--- src/rtl/riscv_loader_pkg.sv ---
// Shared types and constants for the riscv_mem_loader byte-stream loader.
// Optional checksum trailer is enabled with the RISCV_LOADER_CSUM_EN macro.
package riscv_loader_pkg;

    typedef enum logic [3:0] {
        S_IDLE = 4'd0,
        S_CNT0 = 4'd1,
        S_CNT1 = 4'd2,
        S_TGT  = 4'd3,
        S_ADR0 = 4'd4,
        S_ADR1 = 4'd5,
        S_DATA = 4'd6,
        S_WR   = 4'd7,
        S_CSUM = 4'd8,
        S_ERR  = 4'd9
    } loader_state_e;

    localparam logic [7:0] SYNC_BYTE = 8'hA5;
    localparam logic [7:0] TGT_IMEM  = 8'h00;
    localparam logic [7:0] TGT_DMEM  = 8'h01;

    function automatic logic is_target(input logic [7:0] b);
        return (b == TGT_IMEM) || (b == TGT_DMEM);
    endfunction

    function automatic logic [7:0] csum_step(input logic [7:0] acc, input logic [7:0] b);
        return acc ^ b;
    endfunction

endpackage

--- src/rtl/riscv_mem_loader_word_asm.sv ---
// Little-endian word assembler: first byte lands in bits [7:0], word_valid
// fires combinationally alongside the 4th byte so the caller can capture it.
module loader_word_asm
    import riscv_loader_pkg::*;
(
    input  logic        clk,
    input  logic        reset,
    input  logic        clr,
    input  logic        shift,
    input  logic [7:0]  byte_in,
    output logic        word_valid,
    output logic [31:0] word
);

    logic [31:0] shift_q, shift_d;
    logic [1:0]  idx_q,   idx_d;

    // next-state for shift register and byte index
    always_comb begin
        shift_d = shift_q;
        idx_d   = idx_q;
        if (clr) begin
            shift_d = 32'h0000_0000;
            idx_d   = 2'd0;
        end else if (shift) begin
            shift_d = {byte_in, shift_q[31:8]};
            idx_d   = idx_q + 2'd1;
        end else begin
            shift_d = shift_q;
            idx_d   = idx_q;
        end
    end

    // word view including the byte being accepted this cycle
    always_comb begin
        word       = {byte_in, shift_q[31:8]};
        word_valid = shift && !clr && (idx_q == 2'd3);
    end

    // assembler state registers
    always_ff @(posedge clk or negedge reset) begin
        if (!reset) begin
            shift_q <= 32'h0000_0000;
            idx_q   <= 2'd0;
        end else begin
            shift_q <= shift_d;
            idx_q   <= idx_d;
        end
    end

endmodule

--- src/rtl/riscv_mem_loader.sv ---
// Framed byte-stream loader writing imem/dmem and holding the core in reset
// while loading. Define RISCV_LOADER_CSUM_EN to require a trailing XOR checksum.
module riscv_mem_loader
    import riscv_loader_pkg::*;
#(
    parameter int ADDR_W = 8
) (
    input  logic              clk,
    input  logic              reset,
    input  logic              in_valid,
    input  logic [7:0]        in_data,
    output logic              in_ready,
    output logic              mem_we,
    output logic              mem_sel,
    output logic [ADDR_W-1:0] mem_addr,
    output logic [31:0]       mem_wdata,
    output logic              core_hold,
    output logic              load_done,
    output logic              load_err
);

    loader_state_e      state_q, state_d;
    logic [15:0]        cnt_q, cnt_d;
    logic [7:0]         adr_lo_q, adr_lo_d;
    logic [7:0]         csum_q, csum_d;
    logic [ADDR_W-1:0]  ptr_q, ptr_d;
    logic               in_ready_q, in_ready_d;
    logic               mem_we_q, mem_we_d;
    logic               mem_sel_q, mem_sel_d;
    logic [ADDR_W-1:0]  mem_addr_q, mem_addr_d;
    logic [31:0]        mem_wdata_q, mem_wdata_d;
    logic               core_hold_q, core_hold_d;
    logic               load_done_q, load_done_d;
    logic               load_err_q, load_err_d;

    logic               accept_s;
    logic               sync_start_s;
    logic               asm_shift_s;
    logic               asm_valid_s;
    logic [31:0]        asm_word_s;
    logic [15:0]        adr_full_s;
    logic [17:0]        end_s;
    logic [17:0]        limit_s;
    logic               hi_bits_s;
    logic               finish_s;

    // transfer qualification and address range checks
    always_comb begin
        accept_s     = in_valid && in_ready_q;
        sync_start_s = accept_s && (in_data == SYNC_BYTE)
                       && ((state_q == S_IDLE) || (state_q == S_ERR));
        asm_shift_s  = accept_s && (state_q == S_DATA);
        adr_full_s   = {in_data, adr_lo_q};
        end_s        = {2'b00, adr_full_s} + {2'b00, cnt_q};
        limit_s      = 18'd1 << ADDR_W;
        hi_bits_s    = (adr_full_s >> ADDR_W) != 16'h0000;
    end

    loader_word_asm u_word_asm (
        .clk        (clk),
        .reset      (reset),
        .clr        (sync_start_s),
        .shift      (asm_shift_s),
        .byte_in    (in_data),
        .word_valid (asm_valid_s),
        .word       (asm_word_s)
    );

    // frame FSM next-state and registered-output computation
    always_comb begin
        state_d     = state_q;
        cnt_d       = cnt_q;
        adr_lo_d    = adr_lo_q;
        csum_d      = csum_q;
        ptr_d       = ptr_q;
        mem_we_d    = 1'b0;
        mem_sel_d   = mem_sel_q;
        mem_addr_d  = mem_addr_q;
        mem_wdata_d = mem_wdata_q;
        core_hold_d = core_hold_q;
        load_done_d = load_done_q;
        load_err_d  = load_err_q;
        finish_s    = 1'b0;

        case (state_q)
            S_IDLE, S_ERR: begin
                if (sync_start_s) begin
                    state_d     = S_CNT0;
                    csum_d      = 8'h00;
                    core_hold_d = 1'b1;
                    load_done_d = 1'b0;
                    load_err_d  = 1'b0;
                end else begin
                    state_d = state_q;
                end
            end
            S_CNT0: begin
                if (accept_s) begin
                    cnt_d[7:0] = in_data;
                    csum_d     = csum_step(csum_q, in_data);
                    state_d    = S_CNT1;
                end else begin
                    state_d = state_q;
                end
            end
            S_CNT1: begin
                if (accept_s) begin
                    cnt_d[15:8] = in_data;
                    csum_d      = csum_step(csum_q, in_data);
                    state_d     = S_TGT;
                end else begin
                    state_d = state_q;
                end
            end
            S_TGT: begin
                if (accept_s && is_target(in_data)) begin
                    mem_sel_d = in_data[0];
                    csum_d    = csum_step(csum_q, in_data);
                    state_d   = S_ADR0;
                end else if (accept_s) begin
                    load_err_d = 1'b1;
                    state_d    = S_ERR;
                end else begin
                    state_d = state_q;
                end
            end
            S_ADR0: begin
                if (accept_s) begin
                    adr_lo_d = in_data;
                    csum_d   = csum_step(csum_q, in_data);
                    state_d  = S_ADR1;
                end else begin
                    state_d = state_q;
                end
            end
            S_ADR1: begin
                if (accept_s && (hi_bits_s || (end_s > limit_s))) begin
                    load_err_d = 1'b1;
                    state_d    = S_ERR;
                end else if (accept_s) begin
                    ptr_d   = adr_full_s[ADDR_W-1:0];
                    csum_d  = csum_step(csum_q, in_data);
                    state_d = S_DATA;
                    if (cnt_q == 16'd0) begin
                        finish_s = 1'b1;
                    end else begin
                        finish_s = 1'b0;
                    end
                end else begin
                    state_d = state_q;
                end
            end
            S_DATA: begin
                if (accept_s) begin
                    csum_d = csum_step(csum_q, in_data);
                end else begin
                    csum_d = csum_q;
                end
                // the 4th byte is captured straight from the assembler input
                if (asm_valid_s) begin
                    mem_we_d    = 1'b1;
                    mem_addr_d  = ptr_q;
                    mem_wdata_d = asm_word_s;
                    state_d     = S_WR;
                end else begin
                    state_d = state_q;
                end
            end
            S_WR: begin
                ptr_d = ptr_q + {{(ADDR_W-1){1'b0}}, 1'b1};
                cnt_d = cnt_q - 16'd1;
                if (cnt_q == 16'd1) begin
                    finish_s = 1'b1;
                end else begin
                    state_d = S_DATA;
                end
            end
`ifdef RISCV_LOADER_CSUM_EN
            S_CSUM: begin
                if (accept_s && (in_data == csum_q)) begin
                    core_hold_d = 1'b0;
                    load_done_d = 1'b1;
                    state_d     = S_IDLE;
                end else if (accept_s) begin
                    load_err_d = 1'b1;
                    state_d    = S_ERR;
                end else begin
                    state_d = state_q;
                end
            end
`endif
            default: begin
                state_d = S_IDLE;
            end
        endcase

        if (finish_s) begin
`ifdef RISCV_LOADER_CSUM_EN
            state_d     = S_CSUM;
`else
            state_d     = S_IDLE;
            core_hold_d = 1'b0;
            load_done_d = 1'b1;
`endif
        end else begin
            state_d = state_d;
        end
    end

    // ready is registered from the upcoming state, low only while writing
    always_comb begin
        in_ready_d = (state_d != S_WR);
    end

    // state and output registers
    always_ff @(posedge clk or negedge reset) begin
        if (!reset) begin
            state_q     <= S_IDLE;
            cnt_q       <= 16'h0000;
            adr_lo_q    <= 8'h00;
            csum_q      <= 8'h00;
            ptr_q       <= '0;
            in_ready_q  <= 1'b0;
            mem_we_q    <= 1'b0;
            mem_sel_q   <= 1'b0;
            mem_addr_q  <= '0;
            mem_wdata_q <= 32'h0000_0000;
            core_hold_q <= 1'b1;
            load_done_q <= 1'b0;
            load_err_q  <= 1'b0;
        end else begin
            state_q     <= state_d;
            cnt_q       <= cnt_d;
            adr_lo_q    <= adr_lo_d;
            csum_q      <= csum_d;
            ptr_q       <= ptr_d;
            in_ready_q  <= in_ready_d;
            mem_we_q    <= mem_we_d;
            mem_sel_q   <= mem_sel_d;
            mem_addr_q  <= mem_addr_d;
            mem_wdata_q <= mem_wdata_d;
            core_hold_q <= core_hold_d;
            load_done_q <= load_done_d;
            load_err_q  <= load_err_d;
        end
    end

    assign in_ready  = in_ready_q;
    assign mem_we    = mem_we_q;
    assign mem_sel   = mem_sel_q;
    assign mem_addr  = mem_addr_q;
    assign mem_wdata = mem_wdata_q;
    assign core_hold = core_hold_q;
    assign load_done = load_done_q;
    assign load_err  = load_err_q;

endmodule

--- config.mk ---
export PLATFORM = sky130hd
export DESIGN_NAME = riscv_mem_loader
export DESIGN_NICKNAME = d
export VERILOG_FILES = /design/src/rtl/riscv_loader_pkg.sv /design/src/rtl/riscv_mem_loader_word_asm.sv /design/src/rtl/riscv_mem_loader.sv
export SDC_FILE = /design/constraint.sdc
export NUM_CORES = 1
export LEC_CHECK = 0
export CAP_MARGIN = 5
export CORE_AREA = 5 5 115 117
export CTS_CLUSTER_DIAMETER = 60
export DETAILED_ROUTE_END_ITERATION = 16
export DIE_AREA = 0 0 120 122
export PLACE_DENSITY_LB_ADDON = 0.1
export SKIP_CTS_REPAIR_TIMING = 1
export SLEW_MARGIN = 20
export SYNTH_ARGS = -nofsm -noshare
export SYNTH_HDL_FRONTEND = slang
export SYNTH_SLANG_ARGS = --single-unit
export TNS_END_PERCENT = 30
--- constraint.sdc ---
create_clock -name clk -period 4 [get_ports clk]
set_input_delay 0.4 -clock clk [delete_from_list [all_inputs] [get_ports clk]]
set_output_delay 0.4 -clock clk [all_outputs]
set_load 0.01 [all_outputs]
Word-level counts from Yosys, hierarchy flattened
Cells that the tools add are included.
{"block": "op_classes", "n_addsub": 4, "n_mul": 0, "n_bitwise": 0, "n_mux": 39, "eq_ne": 21, "div_mod_pow": 0, "n_reduce_logical": 32, "order_cmp": 1, "shifts": 0}
{"cell": "$mux W32", "count": 2}
{"cell": "$pmux W8 S2", "count": 3}
{"cell": "$mux W4", "count": 11}
{"cell": "$pmux W4 S8", "count": 1}
{"cell": "$mux W8", "count": 3}
{"cell": "$add A16 B16 Y17", "count": 1}
{"cell": "$gt A17 B9 Y1 const B", "count": 1}
{"cell": "$eq A16 B1 Y1 const B", "count": 1}
{"cell": "$eq A4 B3 Y1 const B", "count": 4}
{"cell": "$logic_not A16 Y1", "count": 1}
{"cell": "$reduce_bool A16 Y1", "count": 1}
{"cell": "$sub A16 B1 Y16 const B", "count": 1}
{"cell": "$mux W1", "count": 15}
{"cell": "$ne A2 B2 Y1 const B", "count": 7}
{"cell": "$reduce_and A2 Y1", "count": 6}
{"cell": "$reduce_bool A2 Y1", "count": 6}
{"cell": "$add A8 B1 Y8 const B", "count": 1}
{"cell": "$eq A4 B2 Y1 const B", "count": 2}
{"cell": "$eq A8 B1 Y1 const B", "count": 1}
{"cell": "$eq A8 B8 Y1 const B", "count": 1}
{"cell": "$logic_and A1 B1 Y1", "count": 8}
{"cell": "$logic_not A8 Y1", "count": 1}
{"cell": "$reduce_and A5 Y1", "count": 1}
{"cell": "$eq A4 B1 Y1 const B", "count": 1}
{"cell": "14 further kinds", "count": 17}
{"block": "word_totals", "latch_bits": 0, "romBits": 0, "mem_bits_rw": 0, "in_bits": 11, "ff_bits": 116, "memories": 0}

Depth between registers and ports, before layout
Gate-level depths: netlist of run 1.
{"block": "logic_depth", "ltp_word": 10, "ltp_mapped": 12, "depth_no_buf": 10}

Cells and area by module
Synthesis of run 1 repeated with hierarchy kept, for this count alone.
{"block": "hier_totals", "cells_unflattened": 660, "area_unflattened_um2": 6014.5}
{"module": "riscv_mem_loader", "area_each_um2": 4858.4, "cells_per_inst": 565, "n_inst": 1, "seq_area_each_um2": 2053.2}
{"module": "loader_word_asm", "area_each_um2": 1156.1, "cells_per_inst": 95, "n_inst": 1, "seq_area_each_um2": 650.6}

Worst setup path after synthesis of run 1
Ideal clock, no wire load.
{"block": "synth_timing", "kind": "flip-flop to flip-flop", "start": "register cnt_q[0]", "end": "register load_err_q (netlist: load_err)", "setup_slack_ns": 0.691, "period_less_slack_ns": 3.309, "setup_time_ns": 0.121, "arrival_ns": 3.188, "stages_incl_launch_ff": 12, "cell_sequence": "dfrtp_1 -> ha_1 -> fa_1 -> a21o_1 -> a221oi_2 -> o211ai_2 -> xor2_1 -> or4b_4 -> buf_6 -> or3_4 -> buf_6 -> a22o_1"}
{"block": "synth_between", "elab_chain_len": 6}
{"element": "start, declared", "line": "riscv_mem_loader.sv:23", "text": "logic [15:0] cnt_q, cnt_d;"}
{"element": "start signal, assigned", "line": "riscv_mem_loader.sv:233", "text": "cnt_q <= cnt_d;"}
{"element": "$add A16 B16 Y17", "line": "riscv_mem_loader.sv:54", "text": "end_s = {2'b00, adr_full_s} + {2'b00, cnt_q};"}
{"element": "$gt A17 B9 Y1", "line": "riscv_mem_loader.sv:137", "text": "if (accept_s && (hi_bits_s || (end_s > limit_s))) begin"}
{"element": "$logic_or A1 B1 Y1", "line": "riscv_mem_loader.sv:137"}
{"element": "$logic_and A1 B1 Y1", "line": "riscv_mem_loader.sv:137"}
{"element": "$ne A2 B2 Y1 (no line)"}
{"element": "$reduce_and A5 Y1 (no line)"}
{"element": "end signal, assigned", "line": "riscv_mem_loader.sv:244", "text": "load_err_q <= load_err_d;"}
{"element": "end, declared", "line": "riscv_mem_loader.sv:34", "text": "logic load_err_q, load_err_d;"}
No other way between the ends.
A chain may end at the register's enable or synchronous reset.

Final worst setup path of run 1
{"block": "layout_timing", "start": "register cnt_q[0]", "end": "register state_q[1]"}
{"block": "layout_between", "elab_chain_len": 7, "elab_cells_between_ends": 15}
{"element": "$add A16 B16 Y17", "line": "riscv_mem_loader.sv:54"}
{"element": "$gt A17 B9 Y1", "line": "riscv_mem_loader.sv:137"}
{"element": "$logic_or A1 B1 Y1", "line": "riscv_mem_loader.sv:137"}
{"element": "$logic_and A1 B1 Y1", "line": "riscv_mem_loader.sv:137"}
{"element": "$mux W4 or $mux W1 (tied branches)", "line": "riscv_mem_loader.sv:137"}
{"element": "$pmux W4 S8 or $pmux W1 S2 (tied branches)", "line": "riscv_mem_loader.sv:85", "text": "case (state_q)"}
{"element": "$mux W4 *", "line": "riscv_mem_loader.sv:197", "text": "if (finish_s) begin"}
{"element": "named net state_d[1]", "line": "riscv_mem_loader.sv:22", "text": "loader_state_e state_q, state_d;"}
{"element": "end signal, assigned", "line": "riscv_mem_loader.sv:232", "text": "state_q <= state_d;"}
{"element": "end, declared", "line": "riscv_mem_loader.sv:22"}
Mark *: on every way through the listed nets, which the timed path passes. The rest lies on a longest branch.

==> reports/metrics.cfg, run 1 <==
[run_status]
status=finished clean

[setup_path]
critical_path_required_ns=4.26
crit_path_cell_trace=ha_1, fa_1, xor2_1, a2111o_1, nor4_1, nand3_1, o31ai_1, nand4_1, or3_4, a211oi_1
cp-start-kind=flop
rrSetupSlack_ns=0.36
path_class=flop to flop
cp.arrival_ns=3.90
crit_fanout=10
max_stage_delay_ns=0.56
cp_slowest_cell=or3_4
end_kind=flop

[timing]
rsz0062_at_grt=false
post-route-min-period_ns=3.64
fin_tns_setup_ns=0
clock.fmax_mhz=275
fin_skew_ns=0.00846
relSlewSlack_pct=45.9
slew_viol_final=0
hold_violations=0
tightest_slew_ns=0.811
fin_crit_sh_pct=91.0
finalSetupViolations=0

[global_routing]
antenna_found_initial=0
grt_busiest_layer=met2
grtUsageTotal_pct=21.9
grt_pass1_wl_um=25200
grt_max_degree=62
use_met3_pct=3.85
grt_pass1_vias=4717
grt_use_met1_pct=30.9
use_met2_pct=34.2
grt_remaining_overflow=0

[cells_and_area]
antenna_cells=0
fill_cells=1107
layout_common_cells=dfrtp_1 (107), nor2_1 (62), clkdlybuf4s50_1 (55)
syn_to_final_growth_pct=17.8
final_common_cell=dfrtp_1
final_cell_area_sq_um=6980
nets=663
drive_gt1_share_pct=16.5

[floorplanning]
start_util_pct=48.4
ios=57
die-area_sq_um=14600
die_w_um=120
coreArea_sq_um=12300
rows=41
die_height_um=122

[synth]
ys_types=71
ys_seq_area_share_pct=45.6
netlist_instances=574
async_flop_share_pct=100
synth_flop_cell=dfrtp_1
yosysWarningCount=0
yosysTopAreaCell=dfrtp_1
syn_area_sq_um=5930
ys_ff_latch=108
synth.area.top_cells=dfrtp_1 (45%), mux2_2 (9.5%), mux2i_1 (4.4%)
synth_edf_count=0
synth_nets=606
yosys.area.top_type_share_pct=45.2
avgSynthCellArea_sq_um=10.3

[power]
leakagePower_uw=0.00311
peakVddDrop_mv=0.285
p_per_area_nw_per_um2=474

[drt]
wl_um=15100
via_count=4684
wl_per_cell_um=19.2
route.detailed.drc=0
firstDrtPassIters=5
vias_per_cell=5.97
drt_iter0_markers=494
drtAntennaViolNets=0

[min_path]
hold_path.class=input port to async pin

[clock_network]
cts_max_level=3
clk_latency_ns=0.35
cts_tree=yes
max-clock-path-buffers=2
cts-buffers-inserted=9
clk_pin_slew_ns=0.07
clock_sinks=108
cts_root_buf=clkbuf_16

[place]
port_buffers=56
gp_congestion=0.918
post_dp_cell_area_sq_um=6690
dp_hpwl_um=10900

[flow_run]
drv_cap=0

final cells by class:
class | count | area, sq um | share of cell area (%)
timing repair buffer | 75 | 701 | 10.0
sequential | 108 | 2700 | 38.7
inverter | 15 | 56.3 | 0.806
clock inverter | 5 | 60.1 | 0.860
tap | 150 | 188 | 2.69
clock buffer | 10 | 229 | 3.28
multi-input combinational | 422 | 3050 | 43.6
where the power goes:
part | internal (uW) | switching [uW] | leakage, uW | total, uW
sequential | 1190 | 193 | 0.00143 | 1390
clock | 486 | 409 | 0.000139 | 895
combinational | 418 | 609 | 0.00154 | 1030
cells in the mapped netlist (5+ instances only):
cell and n:
inv_1 14, o211ai_1 6, o21ai_0 22, mux2i_1 26, clkbuf_1 21, and3_1 6
dfrtp_1 107, a21o_1 8, nand3_1 18, nor4_1 7, nand2_1 30, nand4_1 14
a31oi_1 5, xnor2_1 6, nor3_1 12, a21oi_1 35, xor2_1 8, nor2_1 62
nor2b_1 5, nand2b_1 5, ha_1 20, or3_1 5, mux2_2 50
per-stage QoR:
step / worst slack [ns] / power, uW / util, % / instances / hold slack (ns)
floorplan: 0.691 / 2110 / - / 574 / 0.104
global placement: 0.435 / 2410 / 54.6 / 770 / 0.466
detailed placement: 0.407 / 2410 / 54.6 / 770 / 0.469
CTS: 0.373 / 3310 / 57.0 / 785 / 0.150
global route: 0.195 / 3530 / 57.0 / 785 / 0.199
finish: 0.358 / 3310 / 57.0 / 785 / 0.118
per-layer routing:
| metal | wire length (um) | share of wire, % | up-vias |
|---|---|---|---|
| met5 | 0 | 0 | - |
| met4 | 258 | 1.7 | 0 |
| met3 | 762 | 5.0 | 19 |
| met2 | 7030 | 47 | 125 |
| met1 | 7050 | 47 | 2317 |
| li1 | - | - | 2223 |
path summary, 6_finish.rpt:
path	depth (start not counted)	startpoint	end
max reg2reg	10	cnt_q[0]$_DFFE_PN0P_	state_q[1]$_DFF_PN0_
min reg2reg	2	mem_addr[7]$_DFFE_PN0P_	mem_addr[7]$_DFFE_PN0P_
min in group clk	2	mem_addr[7]$_DFFE_PN0P_	mem_addr[7]$_DFFE_PN0P_
max	10	cnt_q[0]$_DFFE_PN0P_	state_q[1]$_DFF_PN0_
max in group asynchronous	2	reset	mem_wdata[28]$_DFFE_PN0P_
min	1	reset	mem_addr[7]$_DFFE_PN0P_
worst max-delay path, delay by kind of cell (launching register included):
family | cells | cell delay (ns)
xor+xnor | 1 | 0.17
simple gates | 4 | 1.24
compound gates | 3 | 0.96
fa+ha+maj | 2 | 0.72
flops | 1 | 0.45
registers in the layout, summed over array words and instances (netlist names):
signal              count
load_err                1
mem_sel                 1
mem_wdata              32
mem_addr                8
u_word_asm.shift_q     24
u_word_asm.idx_q        2
load_done               1
adr_lo_q                8
state_q                 4
ptr_q                   8
in_ready                1
cnt_q                  16
core_hold               1
mem_we                  1
cell families (layout without fill, tap and decap cells):
logic type | count (synthesis) | in the layout | share of synthesized area, %
and+or+nand+nor | 184 | 184 | 15.9
AOI/OAI and AO/OA | 127 | 127 | 14.9
DFF | 108 | 108 | 45.6
muxes | 76 | 76 | 13.9
buffers and inverters | 44 | 105 | 3.17
adders and majority gates | 21 | 21 | 4.56
xor gates and xnor gates | 14 | 14 | 2.07
Note: power is estimated with default switching activity, not from simulation.
==> run 2, diff against run 1 <==
--- a/config.mk
+++ b/config.mk
@@ -11,6 +11,7 @@
 export DETAILED_ROUTE_END_ITERATION = 16
 export DIE_AREA = 0 0 120 122
 export PLACE_DENSITY_LB_ADDON = 0.1
+export SETUP_SLACK_MARGIN = 0.5
 export SKIP_CTS_REPAIR_TIMING = 1
 export SLEW_MARGIN = 20
 export SYNTH_ARGS = -nofsm -noshare
==> constraint.sdc (replaced) <==
create_clock -name clk -period 4.38 [get_ports clk]
set_input_delay 0.438 -clock clk [delete_from_list [all_inputs] [get_ports clk]]
set_output_delay 0.438 -clock clk [all_outputs]
set_load 0.01 [all_outputs]
==> run 2 against run 1 <==
  * Maximum frequency is 1.1% lower
  * Final cell count is 0.51% lower
  * Register-to-register slack better by 0.34 ns
  * Critical path depth is 1 higher
  * Worst setup slack better by 0.34 ns
  * Global-route usage is 0.15 points lower
  * Power is 6.7% lower
  * Via count is 1.6% higher
  * Largest power group unchanged
==> reports/metrics.cfg, run 2 (synthesized netlist as in run 1, its figures left out) <==
[run_status]
status=finished clean

[drt]
firstDrtPassIters=5  ; unchanged
drtAntennaViolNets=0  ; unchanged
wl_um=15200  ; +0.72%
met1Wirelength_um=6950  ; -1.4%
route.detailed.drc=0  ; unchanged
wl_per_cell_um=19.5  ; +1.2%
route.met3.wl_um=795  ; +4.3%
via_count=4757  ; +1.6%
wl_met2_um=7220  ; +2.6%
vias_per_cell=6.09  ; +2.1%
top_layer_used=met4
drt_iter0_markers=411  ; -17%

[setup_path]
critical_path.most_common_cell=nor4_1
max_stage_delay_ns=0.47  ; -0.09 ns
critical_path_buf_inv_count=1  ; +1
end_kind=flop
crit_path_cell_trace=ha_1, fa_1, xor2_1, a2111o_1, nor4_1, nand3_1, o31ai_1, nand4_1, buf_4, nor4_1, a211oi_1
ff2ff_path_depth=11  ; +1
r2r_start=cnt_q[0]$_DFFE_PN0P_
crit_fanout=7  ; -3
rrSetupSlack_ns=0.70  ; +0.34 ns
cp.arrival_ns=3.90  ; about the same
cp_slowest_cell=dfrtp_1
path_delay_family=simple AND/OR/NAND/NOR gates
r2r-end=ptr_q[2]$_DFFE_PN0P_
critical_path_required_ns=4.59  ; +0.33 ns
path_class=flop to flop
cp-start-kind=flop

[timing]
fin_crit_sh_pct=84.1  ; -6.9 points
tightest_slew_ns=0.900  ; +0.0888 ns
fin_skew_ns=0.00709  ; -0.00137 ns
rsz0062_at_grt=false
hold_violations=0  ; unchanged
hold_ws_ns=0.211  ; +0.0927 ns
relSlewSlack_pct=40.0  ; -5.9 points
clock.fmax_mhz=271  ; -1.1%
finalSetupViolations=0  ; unchanged
fin_tns_setup_ns=0  ; unchanged
post-route-min-period_ns=3.68  ; +0.0420 ns
timing.final.ws_setup_ns=0.696  ; +0.338 ns
slew_viol_final=0  ; unchanged

[place]
dp_hpwl_um=11100  ; +1.6%
port_buffers=56  ; unchanged
gp_congestion=0.907  ; -1.2%
dp_slack_ns=0.566  ; +0.159 ns

[floorplanning]
die_height_um=122  ; unchanged
coreArea_sq_um=12300  ; unchanged
die_w_um=120  ; unchanged
die-area_sq_um=14600  ; unchanged
rows=41  ; unchanged
ios=57  ; unchanged
start_util_pct=48.4  ; unchanged

[cells_and_area]
fill_cells=1081  ; -2.3%
final_common_cell=dfrtp_1
seq_area_sq_um=2700  ; unchanged
layout_common_cells=dfrtp_1 (107), nor2_1 (62), clkdlybuf4s50_1 (55)
drive_gt1_share_pct=16.2  ; -0.37 points
syn_to_final_growth_pct=17.8  ; unchanged
nets=659  ; -0.60%
multiInputGateArea_sq_um=3050  ; unchanged
antenna_cells=0  ; unchanged
largest_register_ffs=32  ; unchanged

[global_routing]
grt_pass1_wl_um=25000  ; -0.63%
grtUsageTotal_pct=21.8  ; -0.15 points
grt_max_degree=75  ; +21%
grt_pass1_vias=4739  ; +0.47%
grt_remaining_overflow=0  ; unchanged
antenna_found_initial=0  ; unchanged

[clock_network]
clk_pin_slew_ns=0.07  ; about the same
max-clock-path-buffers=2  ; unchanged
cts_root_buf=clkbuf_16
clk_latency_ns=0.35  ; about the same
cts-buffers-inserted=9  ; unchanged
clock_sinks=108  ; unchanged
cts_max_level=3  ; unchanged
cts_tree=yes

[power]
p_per_area_nw_per_um2=442  ; -6.7%
peakVddDrop_mv=0.266  ; -6.4%
leakagePower_uw=0.00311  ; about the same

[min_path]
hold_path.class=input port to async pin

[flow_run]
drv_cap=0  ; unchanged

[run 2: cell types whose count changed in the layout (fill, tap and decap cells not counted), sizes merged]
| cell | previous run | this run |
|---|---|---|
| buf | 20 | 16 |
| bufinv | 1 | 2 |
| clkbuf | 10 | 9 |
| clkinvlp | 1 | 0 |
| inv | 16 | 17 |
[run 2: area by class of cell]
class	instances	share of cell area, %
Clock inverter	6	1.34
Timing Repair Buffer	71	9.60
Tap cell	150	2.69
Clock buffer	9	3.23
Sequential cell	108	38.7
Inverter	15	0.806
Multi-Input combinational cell	422	43.6
[run 2: how the worst max path moves through the flow]
stage / startpoint / to / slack, ns / cells after the start
2_1_floorplan: cnt_q[0]$_DFFE_PN0P_ / load_err$_DFFE_PN0P_ / 1.07 / 11
3_3_place_gp: in_data[4] / load_err$_DFFE_PN0P_ / 0.69 / 9
3_5_place_dp: in_data[4] / state_q[1]$_DFF_PN0_ / 0.57 / 9
4_1_cts: cnt_q[0]$_DFFE_PN0P_ / state_q[1]$_DFF_PN0_ / 0.73 / 10
5_1_grt: cnt_q[0]$_DFFE_PN0P_ / state_q[2]$_DFF_PN0_ / 0.51 / 10
6_report: cnt_q[0]$_DFFE_PN0P_ / ptr_q[2]$_DFFE_PN0P_ / 0.70 / 11
[run 2: worst register-to-register path, delay by kind of cell (launching register included)]
kind	cells	cell delay [ns]
and+or+nand+nor	4	1.12
DFF	1	0.47
buffers and inverters	1	0.27
xor gates and xnor gates	1	0.17
AOI/OAI and AO/OA	3	0.81
adders and majority gates	2	0.72
[run 2: metrics by stage]
step | instance area (sq um) | instances | total power, uW | utilization [%]
after floorplan | 5930 | 574 | 1930 | -
final | 6980 | 781 | 3090 | 57.0
after global placement | 6660 | 766 | 2200 | 54.4
after CTS | 6980 | 781 | 3100 | 57.0
after detailed placement | 6660 | 766 | 2210 | 54.4
after global routing | 6980 | 781 | 3270 | 57.0
[run 2: power by group]
part	leakage, uW	total, uW	switching [uW]	internal, uW
Clock	0.000158	872	367	505
Sequential	0.00143	1280	186	1090
Combinational	0.00152	940	565	376
Total	0.00311	3090	1120	1970
[run 2: routing by layer]
layer | vias to the layer above | GRT usage, %
met3 | 22 | 5.06
met2 | 137 | 34.6
met5 | - | 0
met4 | 0 | 6.87
li1 | 2225 | -
met1 | 2373 | 29.7
==> run 3, diff against run 2 <==
==> constraint.sdc (replaced) <==
create_clock -name clk -period 3.22 [get_ports clk]
set_input_delay 0.322 -clock clk [delete_from_list [all_inputs] [get_ports clk]]
set_output_delay 0.322 -clock clk [all_outputs]
set_load 0.01 [all_outputs]
==> run 3 against run 2 <==
  * The run now ends with negative setup slack left
  * Die area unchanged
  * Largest power group is now combinational cells
  * Largest cell class unchanged
  * Final area rose by 9.4%
  * Highest routed layer unchanged
  * Non-clock buffer count is 66 higher
  * Clock-buffer cell count grew 3
  * Hold slack got worse by 0.18 ns
  * Clock skew is 0.0016 ns lower
  * Critical path type unchanged
  * Routed wire length increased by 5.3%
  * Global-route usage grew 0.22 points
==> reports/metrics.cfg, run 3 (synthesized netlist as in run 1, its figures left out) <==
[run_status]
status=finished, violations left
violations=negative setup slack

[flow_run]
drv_cap=0  ; unchanged

[clock_network]
cts-buffers-inserted=9  ; unchanged
clk_pin_slew_ns=0.07  ; about the same
max-clock-path-buffers=2  ; unchanged
cts_tree=yes
clock_sinks=108  ; unchanged
clk_latency_ns=0.35  ; about the same
cts_max_level=3  ; unchanged
cts_root_buf=clkbuf_16

[cells_and_area]
layoutNonFillerInstCount=849  ; +8.7%
antenna_cells=0  ; unchanged
nets=726  ; +10%
syn_to_final_growth_pct=28.9
final_cell_area_sq_um=7640  ; +9.4%
final_common_cell=dfrtp_1
drive_gt1_share_pct=27.0  ; +11 points
layout_common_cells=dfrtp_1 (107), buf_4 (76), nor2_1 (62)
largest_register_ffs=32  ; unchanged

[min_path]
hold_path.class=input port to async pin

[place]
gp_congestion=0.912  ; +0.60%
placed_cells=827  ; +8.0%
port_buffers=56  ; unchanged
dp_hpwl_um=11700  ; +5.2%
post_dp_cell_area_sq_um=7140  ; +7.1%
dp_slack_ns=-0.301  ; -0.867 ns

[floorplanning]
start_util_pct=48.4  ; unchanged
die_height_um=122  ; unchanged
die-area_sq_um=14600  ; unchanged
ios=57  ; unchanged
die_w_um=120  ; unchanged
rows=41  ; unchanged
coreArea_sq_um=12300  ; unchanged

[global_routing]
use_met2_pct=36.1  ; +1.5 points
antenna_found_initial=0  ; unchanged
grt_max_degree=58  ; -23%
grt_pass1_wl_um=25600  ; +2.3%
grt_pass1_vias=4970  ; +4.9%
grt_busiest_layer=met2
grtUsageTotal_pct=22.0  ; +0.22 points
grt_remaining_overflow=0  ; unchanged
grt_use_met1_pct=29.2  ; -0.50 points
use_met3_pct=4.69  ; -0.37 points

[timing]
hold_ws_ns=0.0326  ; -0.178 ns
tightest_slew_ns=0.765  ; -0.135 ns
timing.final.ws_setup_ns=-0.0986  ; -0.795 ns
slew_viol_final=0  ; unchanged
hold_violations=0  ; unchanged
clock.fmax_mhz=301  ; +11%
fin_crit_sh_pct=103  ; +19 points
fin_tns_setup_ns=-0.275  ; -0.275 ns
rsz0062_at_grt=true
relSlewSlack_pct=49.0  ; +9.0 points
finalSetupViolations=7  ; +7
post-route-min-period_ns=3.32  ; -0.365 ns
fin_skew_ns=0.00551  ; -0.00158 ns

[setup_path]
r2r_start=cnt_q[0]$_DFFE_PN0P_
path_class=flop to flop
ff2ff_path_depth=10  ; -1
crit_start=cnt_q[0]$_DFFE_PN0P_
crit_fanout=5  ; -2
rrSetupSlack_ns=-0.1  ; -0.79 ns
critical_path_required_ns=3.46  ; -1.13 ns
r2r-end=load_err$_DFFE_PN0P_
cp-start-kind=flop
cp.arrival_ns=3.56  ; -0.34 ns
end_kind=flop

[drt]
route.detailed.drc=0  ; unchanged
wl_um=16000  ; +5.3%
wl_per_cell_um=18.9  ; -3.1%
drt_iter0_markers=362  ; -12%
drtAntennaViolNets=0  ; unchanged
vias_per_cell=5.91  ; -2.9%
firstDrtPassIters=5  ; unchanged
via_count=5021  ; +5.5%

[power]
p_per_area_nw_per_um2=588  ; +33%
leakagePower_uw=0.00350  ; +13%
peakVddDrop_mv=0.382  ; +43%

-- run 3: cell count changes in the layout (fill, tap and decap cells not counted), sizes merged --
cell | before | now
buf | 16 | 82
bufinv | 2 | 0
clkbuf | 9 | 12
clkdlybuf4s50 | 55 | 54
dlymetal6s2s | 0 | 1
clkinvlp | 0 | 1
inv | 17 | 16
or3 | 6 | 7
-- run 3: layer usage --
layer  wire length (um)  vias to the layer above
met1               6980                     2480
met4                401                        0
met2               7750                      147
li1                   -                     2354
met5                  0                        -
met3                887                       40
-- run 3: cell type report --
| cell class | instances | area [sq um] |
|---|---|---|
| Sequential cell | 108 | 2700 |
| Timing Repair Buffer | 137 | 1200 |
| Inverter | 15 | 56.3 |
| Multi-Input combinational cell | 423 | 3220 |
| Clock buffer | 12 | 246 |
| Tap cell | 150 | 188 |
| Fill cell | 1059 | 4620 |
| Clock inverter | 4 | 30.0 |
-- run 3: power breakdown --
group | leakage (uW) | switching [uW] | internal (uW)
clock | 0.000134 | 503 | 552
combinational | 0.00194 | 964 | 803
sequential | 0.00143 | 187 | 1480
-- run 3: per-stage QoR --
stage / total power [uW] / utilization, %
detailed placement: 3300 / 58.2
finish: 4490 / 62.3
global route: 4760 / 62.3
floorplan: 2620 / -
CTS: 4370 / 60.5
global placement: 3290 / 58.2
-- run 3: how the worst max path moves through the flow --
stage                                end  slack, ns  depth (start not counted)
global route        load_err$_DFFE_PN0P_      -0.18                         10
floorplan           load_err$_DFFE_PN0P_       0.07                         12
global placement    load_err$_DFFE_PN0P_      -0.31                          9
finish              load_err$_DFFE_PN0P_       -0.1                         10
CTS                 state_q[2]$_DFF_PN0_      -0.35                         12
detailed placement  state_q[2]$_DFF_PN0_      -0.30                         12
-- run 3: critical path: stages, from the launching register on --
cell,delay (ns)
dfrtp_1,0.42
ha_4,0.18
fa_2,0.37
buf_6,0.14
a21o_1,0.17
a221oi_4,0.29
o211ai_2,0.18
xor2_1,0.19
or4b_4,0.57
or3_4,0.47
a22o_1,0.22
